### src/rtl/mem_pkg.sv
// mem_pkg: shared definitions for the memory arbiter slice.
//   - default address/data widths of the shared 64K x 8 memory
//   - default starvation limit for the DMA port
//   - port-select enum used by the address/data mux
//   - bit positions of the CPU and DMA lanes in the REQ/GNT vectors
package mem_pkg;

    localparam int ADDR_W_DEF   = 16;
    localparam int DATA_W_DEF   = 8;
    localparam int MAX_WAIT_DEF = 4;

    // Lane positions inside the 2-bit request/grant vectors.
    localparam int REQ_C = 1;
    localparam int REQ_D = 0;

    typedef enum logic {
        SEL_CPU = 1'b0,
        SEL_DMA = 1'b1
    } sel_e;

endpackage

### src/rtl/arb_prio_starve.sv
// arb_prio_starve: fixed-priority two-way arbiter (CPU over DMA) with a
// starvation counter that forces a DMA win after MAX_WAIT lost contests.
//
// Ports:
//   clk    in   system clock
//   rst_n  in   asynchronous active-low reset; also forces both grants low
//   req    in   [1] CPU request, [0] DMA request
//   gnt    out  [1] CPU grant,   [0] DMA grant (one-hot or zero)
module arb_prio_starve
    import mem_pkg::*;
#(
    parameter int MAX_WAIT = MAX_WAIT_DEF
) (
    input  logic       clk,
    input  logic       rst_n,
    input  logic [1:0] req,
    output logic [1:0] gnt
);

    localparam logic [3:0] WAIT_LIM = 4'(MAX_WAIT);

    logic [3:0] wait_q;
    logic [3:0] wait_d;

    // Grants are purely combinational so an access issues in the same cycle
    // as its request; gating with rst_n keeps them low during reset.
    always_comb begin
        gnt = 2'b00;
        if (rst_n) begin
            if (req[REQ_C] && req[REQ_D]) begin
                if (wait_q == WAIT_LIM) begin
                    gnt[REQ_D] = 1'b1;
                end else begin
                    gnt[REQ_C] = 1'b1;
                end
            end else if (req[REQ_C]) begin
                gnt[REQ_C] = 1'b1;
            end else if (req[REQ_D]) begin
                gnt[REQ_D] = 1'b1;
            end
        end
    end

    // The count only measures an unbroken run of lost contests: it restarts
    // whenever DMA wins or stops asking.
    always_comb begin
        wait_d = wait_q;
        if (!req[REQ_D] || gnt[REQ_D]) begin
            wait_d = 4'd0;
        end else if (gnt[REQ_C] && (wait_q < WAIT_LIM)) begin
            wait_d = wait_q + 4'd1;
        end
    end

    always_ff @(posedge clk or negedge rst_n) begin
        if (!rst_n) begin
            wait_q <= 4'd0;
        end else begin
            wait_q <= wait_d;
        end
    end

endmodule

### src/rtl/mem_arbiter.sv
// mem_arbiter: shares a single-port synchronous memory (registered read
// data, one cycle latency) between the 6502 core (C_*) and a DMA/loader
// engine (D_*). One access is issued per cycle; read data is broadcast on
// both RDATA buses and qualified by the RVALID of the port that issued it.
//
// Ports:
//   CLK, RESET_N                 clock, asynchronous active-low reset
//   C_REQ/C_WE/C_ADDR/C_WDATA    CPU request, held stable until C_GNT
//   C_GNT, C_RVALID, C_RDATA     CPU grant, read-data valid, read data
//   D_*                          same set for the DMA port
//   MEM_WE/MEM_ADDR/MEM_DIN      to the memory
//   MEM_DOUT                     from the memory, valid the cycle after address
module mem_arbiter
    import mem_pkg::*;
#(
    parameter int ADDR_W   = ADDR_W_DEF,
    parameter int DATA_W   = DATA_W_DEF,
    parameter int MAX_WAIT = MAX_WAIT_DEF
) (
    input  logic              CLK,
    input  logic              RESET_N,

    input  logic              C_REQ,
    input  logic              C_WE,
    input  logic [ADDR_W-1:0] C_ADDR,
    input  logic [DATA_W-1:0] C_WDATA,
    output logic              C_GNT,
    output logic              C_RVALID,
    output logic [DATA_W-1:0] C_RDATA,

    input  logic              D_REQ,
    input  logic              D_WE,
    input  logic [ADDR_W-1:0] D_ADDR,
    input  logic [DATA_W-1:0] D_WDATA,
    output logic              D_GNT,
    output logic              D_RVALID,
    output logic [DATA_W-1:0] D_RDATA,

    output logic              MEM_WE,
    output logic [ADDR_W-1:0] MEM_ADDR,
    output logic [DATA_W-1:0] MEM_DIN,
    input  logic [DATA_W-1:0] MEM_DOUT
);

    logic [1:0] req;
    logic [1:0] gnt;
    sel_e       sel_q;
    sel_e       cur_sel;
    logic [1:0] rd_tag_q;

    assign req[REQ_C] = C_REQ;
    assign req[REQ_D] = D_REQ;

    arb_prio_starve #(
        .MAX_WAIT (MAX_WAIT)
    ) u_arb (
        .clk   (CLK),
        .rst_n (RESET_N),
        .req   (req),
        .gnt   (gnt)
    );

    assign C_GNT = gnt[REQ_C];
    assign D_GNT = gnt[REQ_D];

    // With no grant the mux keeps pointing at the last winner so the memory
    // address/data buses do not toggle needlessly.
    always_comb begin
        cur_sel = sel_q;
        if (C_GNT) begin
            cur_sel = SEL_CPU;
        end else if (D_GNT) begin
            cur_sel = SEL_DMA;
        end
    end

    assign MEM_ADDR = (cur_sel == SEL_DMA) ? D_ADDR  : C_ADDR;
    assign MEM_DIN  = (cur_sel == SEL_DMA) ? D_WDATA : C_WDATA;
    assign MEM_WE   = (C_GNT & C_WE) | (D_GNT & D_WE);

    // rd_tag remembers which port issued a read so the registered memory
    // output one cycle later is qualified for that port only.
    always_ff @(posedge CLK or negedge RESET_N) begin
        if (!RESET_N) begin
            sel_q    <= SEL_CPU;
            rd_tag_q <= 2'b00;
        end else begin
            sel_q    <= cur_sel;
            rd_tag_q <= {C_GNT & ~C_WE, D_GNT & ~D_WE};
        end
    end

    assign C_RVALID = rd_tag_q[1];
    assign D_RVALID = rd_tag_q[0];
    assign C_RDATA  = MEM_DOUT;
    assign D_RDATA  = MEM_DOUT;

endmodule

### config.mk
export PLATFORM = sky130hd
export DESIGN_NAME = mem_arbiter
export DESIGN_NICKNAME = d
export VERILOG_FILES = /design/src/rtl/mem_pkg.sv /design/src/rtl/arb_prio_starve.sv /design/src/rtl/mem_arbiter.sv
export SDC_FILE = /design/constraint.sdc
export NUM_CORES = 1
export LEC_CHECK = 0
export ABC_AREA = 1
export CAP_MARGIN = 20
export CORE_AREA = 2 2 58 60
export DETAILED_ROUTE_END_ITERATION = 8
export DIE_AREA = 0 0 60 62
export GPL_TIMING_DRIVEN = 0
export HOLD_SLACK_MARGIN = 0.1
export PLACE_DENSITY = 0.85
export REMOVE_ABC_BUFFERS = 1
export SLEW_MARGIN = 5
export SYNTH_ARGS = -nofsm -noshare
export SYNTH_HDL_FRONTEND = slang
export SYNTH_SLANG_ARGS = --single-unit
### constraint.sdc
create_clock -name CLK -period 3.69 [get_ports CLK]
set_clock_uncertainty 0.05 [all_clocks]
set_input_delay 0.369 -clock CLK [delete_from_list [all_inputs] [get_ports CLK]]
set_output_delay 0.369 -clock CLK [all_outputs]
set_load 0.02 [all_outputs]
# Word level (Yosys, flattened, before mapping)
# Index checks and enable logic that the tools add are counted.
totals:
  regBits: 7
  input_bits: 62
  output_inout_bits: 45
  wordCells: 31
classes:
  n_eq_ne: 1
  n_lt_le_gt_ge: 1
  mux: 13
  n_bitwise: 7
  reduce_logical: 5
  addsub: 1
op_table:
  columns: ["operator", "count"]
  rows:
  - ["2-to-1 mux 16 bit", 1]
  - ["2-to-1 mux 4 bit", 2]
  - ["2-to-1 mux 8 bit", 1]
  - ["2-to-1 mux 1 bit", 7]
  - ["adder 4 x 1 -> 4 bit, second input constant", 1]
  - ["AND 1 bit", 4]
  - ["== test 4 x 3 -> 1 bit, second input constant", 1]
  - ["< comparator 4 x 3 -> 1 bit, second input constant", 1]
  - ["2-to-1 mux 2 bit", 2]
  - ["logical AND 1 bit", 2]
  - ["NOT 1 bit", 2]
  - ["nonzero test 2 bit", 1]
  - ["logical NOT 1 bit", 1]
  - ["logical OR 1 bit", 1]
  - ["bitwise OR 1 bit", 1]

# Longest topological paths before layout
depth:
  word_depth: 7
  mapped_depth: 10
  ltp_nobuf: 9

# Modules after synthesis
# Synthesis repeated with hierarchy kept, for this count alone.
unflattened:
  cells_unflattened: 144
  area_unflattened_um2: 878.3
modules_own_cells:
  columns: ["module", "cells_each", "seq_area_each_um2", "area_each_um2", "n_inst"]
  rows:
  - ["mem_arbiter", 108, 75.1, 611.8, 1]
  - ["arb_prio_starve", 36, 100.1, 266.5, 1]

# Worst setup path before layout
# OpenSTA, ideal clock, no wires.
synth_timing:
  kind: "register -> output"
  start: "register u_arb.wait_q[0]"
  end: "output MEM_ADDR[13]"
  path_slack_ps: 1890
  path_stages_with_launch: 9
  path_buffers: 1
  t_required_ps: 3271
  arrival_ps: 1381
  path_cell_list: "dfrtp_1 > inv_1 > ha_1 > nand3_1 > o21a_1 > nand2_2 > buf_4 > nand3_1 > nand2_1"
synth_between:
  elab_chain_cells: 7
  elab_cells_between_ends: 8
  classes_between: "eq/ne (1); mux (7)"
synth_lines:
  columns: ["item", "line", "rtl"]
  rows:
  - ["from (decl)", "arb_prio_starve.sv:22", "logic [3:0] wait_q;"]
  - ["from (signal assigned)", "arb_prio_starve.sv:59", "wait_q <= wait_d;"]
  - ["== test 4 x 3 -> 1 bit *", "arb_prio_starve.sv:31", "if (wait_q == WAIT_LIM) begin"]
  - ["2-to-1 mux 1 bit", "arb_prio_starve.sv:31", null]
  - ["2-to-1 mux 2 bit *", "arb_prio_starve.sv:30", "if (req[REQ_C] && req[REQ_D]) begin"]
  - ["2-to-1 mux 2 bit *", "arb_prio_starve.sv:29", "if (rst_n) begin"]
  - ["2-to-1 mux 1 bit", "mem_arbiter.sv:72", "end else if (D_GNT) begin"]
  - ["2-to-1 mux 1 bit *", "mem_arbiter.sv:70", "if (C_GNT) begin"]
  - ["2-to-1 mux 16 bit *", "mem_arbiter.sv:77", "assign MEM_ADDR = (cur_sel == SEL_DMA) ? D_ADDR : C_ADDR;"]
  - ["to (decl)", "mem_arbiter.sv:40", "output logic [ADDR_W-1:0] MEM_ADDR,"]
# Every way passes the cells marked *; elsewhere a longest branch is shown, timed or not.

# Worst setup path after layout
layout_timing:
  start: "input RESET_N"
  end: "output MEM_ADDR[13]"
layout_between:
  elab_chain_cells: 4
layout_lines:
  columns: ["item", "line", "rtl"]
  rows:
  - ["from (decl)", "mem_arbiter.sv:21", "input logic RESET_N,"]
  - ["2-to-1 mux 2 bit *", "arb_prio_starve.sv:29", null]
  - ["2-to-1 mux 1 bit", "mem_arbiter.sv:72", null]
  - ["2-to-1 mux 1 bit *", "mem_arbiter.sv:70", null]
  - ["2-to-1 mux 16 bit *", "mem_arbiter.sv:77", null]
# Marks and branches as above.

==> key figures <==
Status
  • Status: completed

Setup path
  • Reg2Reg Capture Point: sel_q$_DFF_PN0_
  • Setup crit end kind: primary output
  • Worst Path Max Fanout: 27
  • CP peak stage delay: around 0.73 ns
  • CP Buf/Inv Count: 2
  • Slowest CP cell: clkdlybuf4s50_1
  • Launch point of the worst reg-to-reg path: u_arb.wait_q[0]$_DFFE_PN0P_
  • CP Class: input pin to primary output
  • Critical Path AT: around 2.8 ns
  • WP data required: approximately 3.3 ns
  • R2R depth: 7
  • Top Family by Delay on Critical Path: buffers and inverters
  • Internal reg-to-reg setup slack: roughly 1.9 ns
  • Crit path cell chain: clkdlybuf4s50_1 -> o21a_1 -> nand2_2 -> nand2_4 -> nand2_1 -> nand2_1 -> clkdlybuf4s50_1
  • CP startpoint kind: input pin

Global route
  • Initial antenna violation count: 0
  • First-pass GRT wire length: 3950 um
  • Number of global-route vias before repair: ~940
  • Grt ovf: 0
  • Total track usage: 0.142
  • Largest net degree at the start of global routing: 28

Clock tree
  • Hold Buf Count CTS: 0
  • Clk buf depth: 2
  • Post-CTS sizing: 0
  • CTS H-tree lvls: 1
  • Clk Latency, worst-skew pair: around 0.26 ns
  • Clock transition at the registers of the reported paths: roughly 0.050 ns
  • Post-CTS Setup Bufs: 0
  • Clock root cell: clkbuf_4
  • CTS Sinks: 7
  • TritonCTS clock tree: built
  • TritonCTS Buffers: 3

Detailed routing
  • Vias: 1091
  • Starting DRT DRC Count: 19
  • Total Wirelength: 2700 um
  • Drt wl/cell: 10.8 um
  • Routed Antenna Nets: 0
  • First drt pass iteration count: 4
  • Number of remaining DRC errors: 0
  • Avg Vias per Cell: ~4.4

Worst hold path
  • HP Class: input pin to async pin

Cells and area
  • Final net count: about 270
  • Layout Cell Area excl Fill: 1570 sq um
  • Area delta synth->final: 87.1%
  • Multi-input gate area: ~450 sq um
  • Layout cells sized above 1: 0.0345
  • Fillers: between 300 and 400
  • Diode count: 0
  • Sequential cell area: roughly 180 sq um

Pwr
  • P per Cell Area: 256 nW/um^2
  • Worst VDD drop: 87.7 uV
  • P_leak: approximately 0.75 nW

Timing
  • Final Hold Fails: 0
  • Relative max-transition margin: 0.646
  • RSZ-0062 raised after global routing: false
  • Final TNS setup: 0 ns
  • Worst hold slack: 0.364 ns
  • Final setup fails: 0
  • Worst-Margin Slew: 0.529 ns
  • Final Max Tran Viols: 0
  • Min Tclk post-route: approximately 3.2 ns
  • Period utilisation layout: 0.867
  • Fmax: between 300 and 400 MHz

Placement
  • GPL Wtd Cong: ~0.8
  • Placement Cell Area: between 1500 and 2000 sq um
  • Hpwl dp: about 2100 um
  • Port-buffer cells: ~80

Synth
  • EDFF count, synth: 0
  • Top-area cell type share of the netlist area: 0.254
  • Ys flop type: dfrtp_1
  • Yosys warning count: 0
  • Synthesized area: 841 sq um
  • Post-synthesis cell type count: 15
  • Synth top cells by count: 57 x nand2_1, 25 x nand3_1, 20 x buf_4, 11 x inv_1, 7 x dfrtp_1
  • Syn_area_per_cell: 6.05 sq um
  • Area leader, netlist: nand2_1
  • FFs w/ async S/R, synth: 1.00
  • Seq/Total Area, Yosys: 0.208
  • Most frequent cell after synthesis: nand2_1
  • Area contributors post-synth: nand2_1 25%, dfrtp_1 21%, buf_4 18%
  • Synth Instances: about 140
  • #FFs+latches synth: 7

Floorplanning
  • Core area: approximately 3200 sq um
  • Ports: ~110
  • Starting Density: 0.264
  • Row cnt: 21
  • Die height: 62 um
  • Die area: between 3000 and 4000 sq um
  • Die Span X: 60 um

Job
  • Max Cap Viol: 0
## metrics by stage
stage	util	instances	setup WS [ns]	power [mW]
after floorplan	-	117	1.72	0.191
after global placement	0.486	245	0.428	0.332
after detailed placement	0.486	245	0.426	0.335
after CTS	0.495	249	0.425	0.407
after global routing	0.495	249	0.271	0.432
final	0.495	249	0.489	0.402
## cells by family (layout without fill, tap and decap cells)
logic type | Yosys count | in the layout | synth area share
flops | 7 | 7 | 0.208
compound gates | 4 | 4 | 0.0268
buf+inv | 33 | 97 | 0.254
simple gates | 93 | 93 | 0.481
fa+ha+maj | 2 | 2 | 0.0298
## sequential cells by signal, indices dropped and copies added, names as in the netlist
name,count
u_arb.wait_q,4
rd_tag_q,2
sel_q,1
## area by class of cell
type	instances	area share
clock buffer	4	0.0167
inverter	11	0.0263
multi-input combinational	99	0.287
sequential	7	0.111
tap	46	0.0366
timing repair buffer	82	0.522
## metal layers
metal,part of all wire,wire [um],GRT usage,vias up
met5,0,0,0,-
met4,0.018,48,0.0667,0
met3,0.11,303,0.0725,4
met2,0.50,1340,0.238,69
met1,0.37,1010,0.148,470
li1,-,-,-,548
## power by group
group,total [mW],leakage [nW],switching (mW),internal [mW]
Sequential,0.0811,0.0950,0.00123,0.0798
Combinational,0.249,0.644,0.120,0.129
Clock,0.0715,0.0150,0.0301,0.0414
## worst max path at each step
stage | from | end | cells past startpoint
detailed placement | RESET_N | MEM_ADDR[13] | 7
floorplan | u_arb.wait_q[0]$_DFFE_PN0P_ | MEM_WE | 8
global route | RESET_N | MEM_ADDR[10] | 7
finish | RESET_N | MEM_ADDR[13] | 7
CTS | RESET_N | MEM_ADDR[13] | 7
global placement | RESET_N | MEM_ADDR[1] | 7
## layout by cell type, fill, tap and decap left out
cell	synthesis	final
ha_1	2	2
dfrtp_1	7	7
nand2_4	2	2
nand4_1	1	1
nand2_2	2	2
nor2_1	5	5
o21a_1	1	1
clkbuf_4	0	3
nor3_1	1	1
clkbuf_1	0	1
nand3_1	25	25
a21oi_1	2	2
inv_1	11	11
o21ai_1	1	1
clkdlybuf4s50_1	0	82
nand2_1	57	57
Note: power is estimated with default switching activity, not from simulation.
==> RTL edit: new RTL, same settings <==
Change the package constant `ADDR_W_DEF` from 16 to 18.
--- a/src/rtl/mem_pkg.sv
+++ b/src/rtl/mem_pkg.sv
@@ -6,5 +6,5 @@
 package mem_pkg;
 
-    localparam int ADDR_W_DEF   = 16;
+    localparam int ADDR_W_DEF   = 18;
     localparam int DATA_W_DEF   = 8;
     localparam int MAX_WAIT_DEF = 4;
Interface: changed (resized C_ADDR, D_ADDR and MEM_ADDR); port bits go from 107 to 113. No check against the original RTL was run, so the function may have changed too.
==> RTL edit against the original RTL <==
  * Sequential power hardly changed
  * Design area is 5.4% higher
  * Non-clock buffer count is 6 higher
  * Via count is 4.3% higher
  * Area after synthesis is 5.2% higher
  * Register-to-register slack worse by 0.03 ns
  * Total power is 4.1% higher
  * First-iteration DRC count grew to 3.6 times the old value
  * Sequential cell count stayed put
  * Routed wire length is 5.9% higher
  * Combinational power is 8% higher
  * Worst setup slack worse by 0.061 ns
  * Largest power group unchanged
==> RTL edit: results (changes against the original RTL) <==
stage;metric;value;unit;change
drt;detailroute.via_count;1138;;+4.3%
setup_path;timing.reg2reg.worst_path_depth;7;;unchanged
synthesis;syn_area_per_cell;6.059;um2;+0.16%
place;placement.io_buffers;88;;+7.3%
status;result_of_the_run;completed;;
global_routing;grt.total_usage;14.92;%;+0.75 points
power_and_ir_drop;cell_internal_power_dissipation;0.2596;mW;+3.8%
power_and_ir_drop;p_leak;0.7950;nW;+5.4%
drt;routedWlPerCell;10.93;um;+1.0%
setup_path;worst-path-max-fanout;29;;+7.4%
cells_and_area;fraction_of_final_layout_cells_with_drive_strength_greater_than_1;3.256;%;-0.19 points
synthesis;synth.cells.most_frequent;nand2_1 (61), nand3_1 (27), buf_4 (18);;
setup_path;reg2reg_slack;1.87;ns;-0.03 ns
place;dpl-instance-area;1632;um2;+5.5%
timing;maxSlewHeadroom;62.65;%;-2.0 points
synthesis;synth.top_cells.by_area;nand2_1 (26%), dfrtp_1 (20%), buf_4 (15%);;
cells_and_area;num-nets-final;284;;+6.0%
drt;totalWireLength;2854;um;+5.9%
global_routing;first_global_vias;1001;;+6.3%
drt;dr.first_iter.drc_count;69;;+50
global_routing;first_pass_grt_wire_length;4264;um;+7.9%
global_routing;grt_start_max_net_pins;30;;+7.1%
power_and_ir_drop;vdd_drop_max;0.08907;mV;+1.6%
place;placedCellCount;257;;+4.9%
synthesis;seq_area_frac_synth;19.80;%;-1.0 points
setup_path;critical_path_arrival;2.84;ns;+0.06 ns
[RTL edit: changes by cell type after synthesis, sizes merged]
cell | before | now
nand3 | 25 | 27
nand2 | 61 | 65
buf | 22 | 23
[RTL edit: worst max-delay path, cell delays in order]
cell and delay, ns:
clkdlybuf4s50_1 0.74, o21a_1 0.20, nand2_2 0.32, nand2_4 0.39
nand2_1 0.13, nand2_1 0.08, clkdlybuf4s50_1 0.60
[RTL edit: layer usage]
metal  up-vias  wire length [um]  track usage (%)
met4         0                13            4.762
li1        579                 -                -
met1       492              1140            17.10
met5         -                 0                0
met3         2               275            6.832
met2        65              1425            24.84
[RTL edit: cell type report]
class / count / area [um2]
well taps: 46 / 57.56
fillers: 297 / 1521
multi-input cells: 105 / 476.7
flip-flops and latches: 7 / 175.2
inverters: 11 / 41.29
clock buffers: 4 / 26.28
repair buffers: 88 / 880.8
[RTL edit: worst max-delay path by stage]
stage                               start      endpoint  slack, ns  cells past startpoint
after floorplan           u_arb.wait_q[0]        MEM_WE       1.70                      8
after global placement            RESET_N   MEM_ADDR[8]       0.40                      7
after detailed placement          RESET_N  MEM_ADDR[16]       0.40                      7
after CTS                         RESET_N   MEM_ADDR[9]       0.40                      7
after global routing              RESET_N   MEM_ADDR[8]       0.19                      7
final                             RESET_N   MEM_ADDR[9]       0.43                      7
[RTL edit: kinds of logic (layout without fill, tap and decap cells)]
family	after synthesis	in the layout	share of synthesized area [%]
flops	7	7	19.80
compound gates	4	4	2.546
fa+ha+maj	2	2	2.828
simple gates	99	99	48.51
buf+inv	34	103	26.31
[RTL edit: power by group through the flow]
stage               sequential, mW  clock, mW  combinational, mW
global route                0.0812     0.0778              0.293
CTS                         0.0810     0.0730              0.270
floorplan                   0.0830          0              0.116
finish                      0.0811     0.0698              0.268
global placement            0.0821          0              0.267
detailed placement          0.0824          0              0.269
[RTL edit: through the flow]
stage,util (%),setup WS (ns),power [mW],hold slack [ns]
after detailed placement,51.32,0.3993,0.3515,0.4557
final,52.14,0.4284,0.4186,0.3769
after CTS,52.14,0.3956,0.4245,0.3757
after global routing,52.14,0.1866,0.4520,0.3860
after global placement,51.32,0.4026,0.3496,0.4413
after floorplan,-,1.696,0.1986,0.02341
